===== src/rtl/mc_move_checker_pkg.sv =====
// rtl/mc_move_checker_pkg.sv - shared types and constants for the missionaries-cannibals move checker
package mc_pkg;

  typedef enum logic [1:0] {
    ST_IDLE,
    ST_RUN,
    ST_DONE,
    ST_ERROR
  } mc_state_e;

  localparam logic [2:0] ERR_NONE            = 3'd0;
  localparam logic [2:0] ERR_BAD_START       = 3'd1;
  localparam logic [2:0] ERR_BAD_LOAD        = 3'd2;
  localparam logic [2:0] ERR_UNSAFE          = 3'd3;
  localparam logic [2:0] ERR_FINISH_MISMATCH = 3'd4;
  localparam logic [2:0] ERR_MOVE_LIMIT      = 3'd5;
  localparam logic [2:0] ERR_REPEAT_STATE    = 3'd6;

  localparam logic [1:0] MC_TOTAL    = 2'd3;
  localparam logic [2:0] FINISH_DONE = 3'b001;

  // Both banks must be safe: the far bank holds the complement of the sample.
  function automatic logic bank_safe(input logic [1:0] m, input logic [1:0] c);
    logic [1:0] far_m;
    logic [1:0] far_c;
    far_m = MC_TOTAL - m;
    far_c = MC_TOTAL - c;
    return (m == 2'd0 || m >= c) && (far_m == 2'd0 || far_m >= far_c);
  endfunction

endpackage


===== src/rtl/mc_move_eval.sv =====
// rtl/mc_move_eval.sv - combinational rule check of one transition (load, safety, finish)
module mc_move_eval (
  input  logic [1:0] i_prev_m,
  input  logic [1:0] i_prev_c,
  input  logic [1:0] i_m,
  input  logic [1:0] i_c,
  input  logic [2:0] i_finish,
  input  logic       i_boat_far,
  output logic       o_load_ok,
  output logic       o_safe_ok,
  output logic       o_finish_ok,
  output logic [2:0] o_code
);
  import mc_pkg::*;

  logic       w_dir_ok;
  logic [2:0] w_dm_abs;
  logic [2:0] w_dc_abs;
  logic [2:0] w_load;
  logic       w_at_goal;

  // Boat on the original bank only removes people from it; on the far bank it only returns them.
  assign w_dir_ok = i_boat_far ? (i_m >= i_prev_m && i_c >= i_prev_c)
                               : (i_m <= i_prev_m && i_c <= i_prev_c);

  assign w_dm_abs = (i_m >= i_prev_m) ? {1'b0, i_m - i_prev_m} : {1'b0, i_prev_m - i_m};
  assign w_dc_abs = (i_c >= i_prev_c) ? {1'b0, i_c - i_prev_c} : {1'b0, i_prev_c - i_c};
  assign w_load   = w_dm_abs + w_dc_abs;

  assign o_load_ok   = w_dir_ok && (w_load == 3'd1 || w_load == 3'd2);
  assign o_safe_ok   = bank_safe(i_m, i_c);
  assign w_at_goal   = (i_m == 2'd0) && (i_c == 2'd0);
  assign o_finish_ok = w_at_goal ? (i_finish == FINISH_DONE) : (i_finish == 3'b000);

  assign o_code = !o_load_ok   ? ERR_BAD_LOAD :
                  !o_safe_ok   ? ERR_UNSAFE :
                  !o_finish_ok ? ERR_FINISH_MISMATCH :
                                 ERR_NONE;

endmodule


===== config.mk =====
export PLATFORM = sky130hd
export DESIGN_NAME = mc_move_eval
export DESIGN_NICKNAME = d
export VERILOG_FILES = /design/src/rtl/mc_move_checker_pkg.sv /design/src/rtl/mc_move_eval.sv
export SDC_FILE = /design/constraint.sdc
export NUM_CORES = 1
export LEC_CHECK = 0
export CORE_AREA = 3 3 40 42
export DETAILED_ROUTE_END_ITERATION = 16
export DIE_AREA = 0 0 43 45
export PLACE_DENSITY = 0.74
export SYNTH_ARGS = -nofsm -noshare
export SYNTH_HDL_FRONTEND = slang
export SYNTH_SLANG_ARGS = --single-unit
export TNS_END_PERCENT = 30

===== constraint.sdc =====
create_clock -name vclk -period 6.8
set_input_delay 0.68 -clock vclk [all_inputs]
set_output_delay 0.68 -clock vclk [all_outputs]
set_load 0.02 [all_outputs]

==> reports/results.ini <==
[status]
status = complete, no violations

[min_path]
min_path_type = in2out
whs_path_depth = 3
hold_end = o_finish_ok
hold_start = i_finish[2]

[worst_setup_path]
crit_path_top_delay_cell = clkdlybuf4s50_1
endpoint_kind = output pin
cp_max_fo = 5
worst-path-buf-inv = 3
path_class = in2out
critPathTopFamily = buffers and inverters
max_stage_delay_ns = 0.62
startpoint_type = input pin
cp.required_ns = 6.12
path_cells = clkdlybuf4s50_1 -> inv_1 -> ha_1 -> fa_1 -> o21ai_0 -> a21oi_1 -> fa_1 -> xnor2_1 -> and2_0 -> nand3_1 -> nor3b_2 -> clkdlybuf4s50_1
arrival_ns = 4.07

[layout]
nClkBuffers = 0
final_cell_mix = clkdlybuf4s50_1, inv_1, ha_1
n_antenna_cell = 0
seq_cell_count = 0
drive_above_1_share = 0.03947
final_util = 0.5015
layout.nets = 104
fin_area_um2 = 644.4
areaGrowthSynthToFinish_pct = 44.66
seq_area_um2 = 0
final_common_cell = clkdlybuf4s50_1

[sta]
relSlewSlack = 0.7996
fin_crit_sh = 0.6991
setup_viol = 0
final.setup.tns_ns = 0
min_period_ns = 4.754
slew_viol_final = 0
max_freq_mhz = 210.4
rsz0062_at_grt = false
worstMarginPinSlew_ns = 0.3006
hold_violations = 0

[route]
first_pass_iters = 4
detail-route-antenna-nets = 0
vias = 417
viasPerCell = 4.582
drc = 0
wirelength_um = 918
wire_per_inst_um = 10.09
dr.first_iter.drc_count = 6

[global_routing]
grt_pass1_wl_um = 1607
track_usage = 0.1007
antenna_found_initial = 0
grt_max_degree = 6
overflow = 0
grt_pass1_vias = 405

[placed_design]
dp.final_hpwl_um = 820.4
port_buffers = 18
place_area_um2 = 644.4
place.gp.congestion = 0.7563

[synth]
synth.distinct_cells = 18
syn_area_um2 = 445.4
syn-instance-count = 58
synth_fp_nets = 84
synth_area_per_cell_um2 = 7.680
yosys_warnings = 0
yosysSeqAreaShare = 0

[pwr]
max-vdd-ir-drop_v = 0.00003388
power_leakage_uw = 0.0003062
power_density_mw_per_mm2 = 106.2

[clock_network]
post_cts_buffers = 0
cts_hold_buf = 0
cts.repair.resized = 0

[die]
die-area_mm2 = 0.001935
io_pins = 18
row_count = 13
initial_core_util = 0.3466
die_x_um = 43
core_mm2 = 0.001285
die_h_um = 45

[flow_run]
cap_violations = 0

worst max-delay path by stage:
| stage | depth (start not counted) | from | endpoint | slack (ns) |
|---|---|---|---|---|
| after floorplan | 11 | i_m[0] | o_code[1] | 3.27 |
| after global placement | 13 | i_c[0] | o_code[2] | 2.09 |
| after detailed placement | 12 | i_m[0] | o_code[2] | 2.05 |
| after CTS | 12 | i_m[0] | o_code[2] | 2.05 |
| after global routing | 13 | i_m[0] | o_code[2] | 1.84 |
| final | 12 | i_m[0] | o_code[2] | 2.05 |
final cells by class:
class	count	area, um2
Fill cell	123	640.6
Inverter	12	45.04
Tap cell	15	18.77
Timing Repair Buffer	18	180.2
Multi-Input combinational cell	46	400.4
per-layer routing:
layer	global-route usage	up-vias	part of all wire
met3	0.003984	0	0.045
li1	-	228	-
met4	0	0	0
met1	0.1635	179	0.53
met2	0.1557	10	0.42
met5	0	-	0
through the flow:
| stage | instances | hold WS, ns | setup WS [ns] | total power (uW) |
|---|---|---|---|---|
| 3_3_place_gp | 91 | 2.408 | 2.090 | 67.59 |
| 4_1_cts | 91 | 2.410 | 2.053 | 69.03 |
| 3_5_place_dp | 91 | 2.413 | 2.054 | 68.50 |
| 6_report | 91 | 2.406 | 2.046 | 68.44 |
| 5_1_grt | 91 | 2.432 | 1.835 | 75.91 |
| 2_1_floorplan | 58 | 1.457 | 3.265 | 42.32 |
report_power, final:
group          internal (uW)  switching (uW)  total [uW]
logic                   34.8            33.7        68.4
clock network              0               0           0
registers                  0               0           0
cells in the mapped netlist:
cell      number  share of area
nand3_1        3          0.034
nand2b_1       3          0.042
o21ai_0        2          0.022
nor2_1         1         0.0084
nor3_1         1          0.011
ha_1          11           0.31
nor3b_2        1          0.028
nand2_1        6          0.051
nor4_2         1          0.028
a21oi_1        4          0.045
xor2_1         1          0.020
a221oi_1       1          0.020
nand2b_4       1          0.031
xnor2_1        3          0.059
fa_1           3           0.13
o22ai_1        3          0.042
and2_0         1          0.014
inv_1         12           0.10
kinds of logic after synthesis:
kind of cell | synth area share
and+or+nand+nor | 0.2472
adders and majority gates | 0.4438
buffers and inverters | 0.1011
AOI/OAI and AO/OA | 0.1292
xor gates and xnor gates | 0.07867
Power figures use the tool's default switching activity.
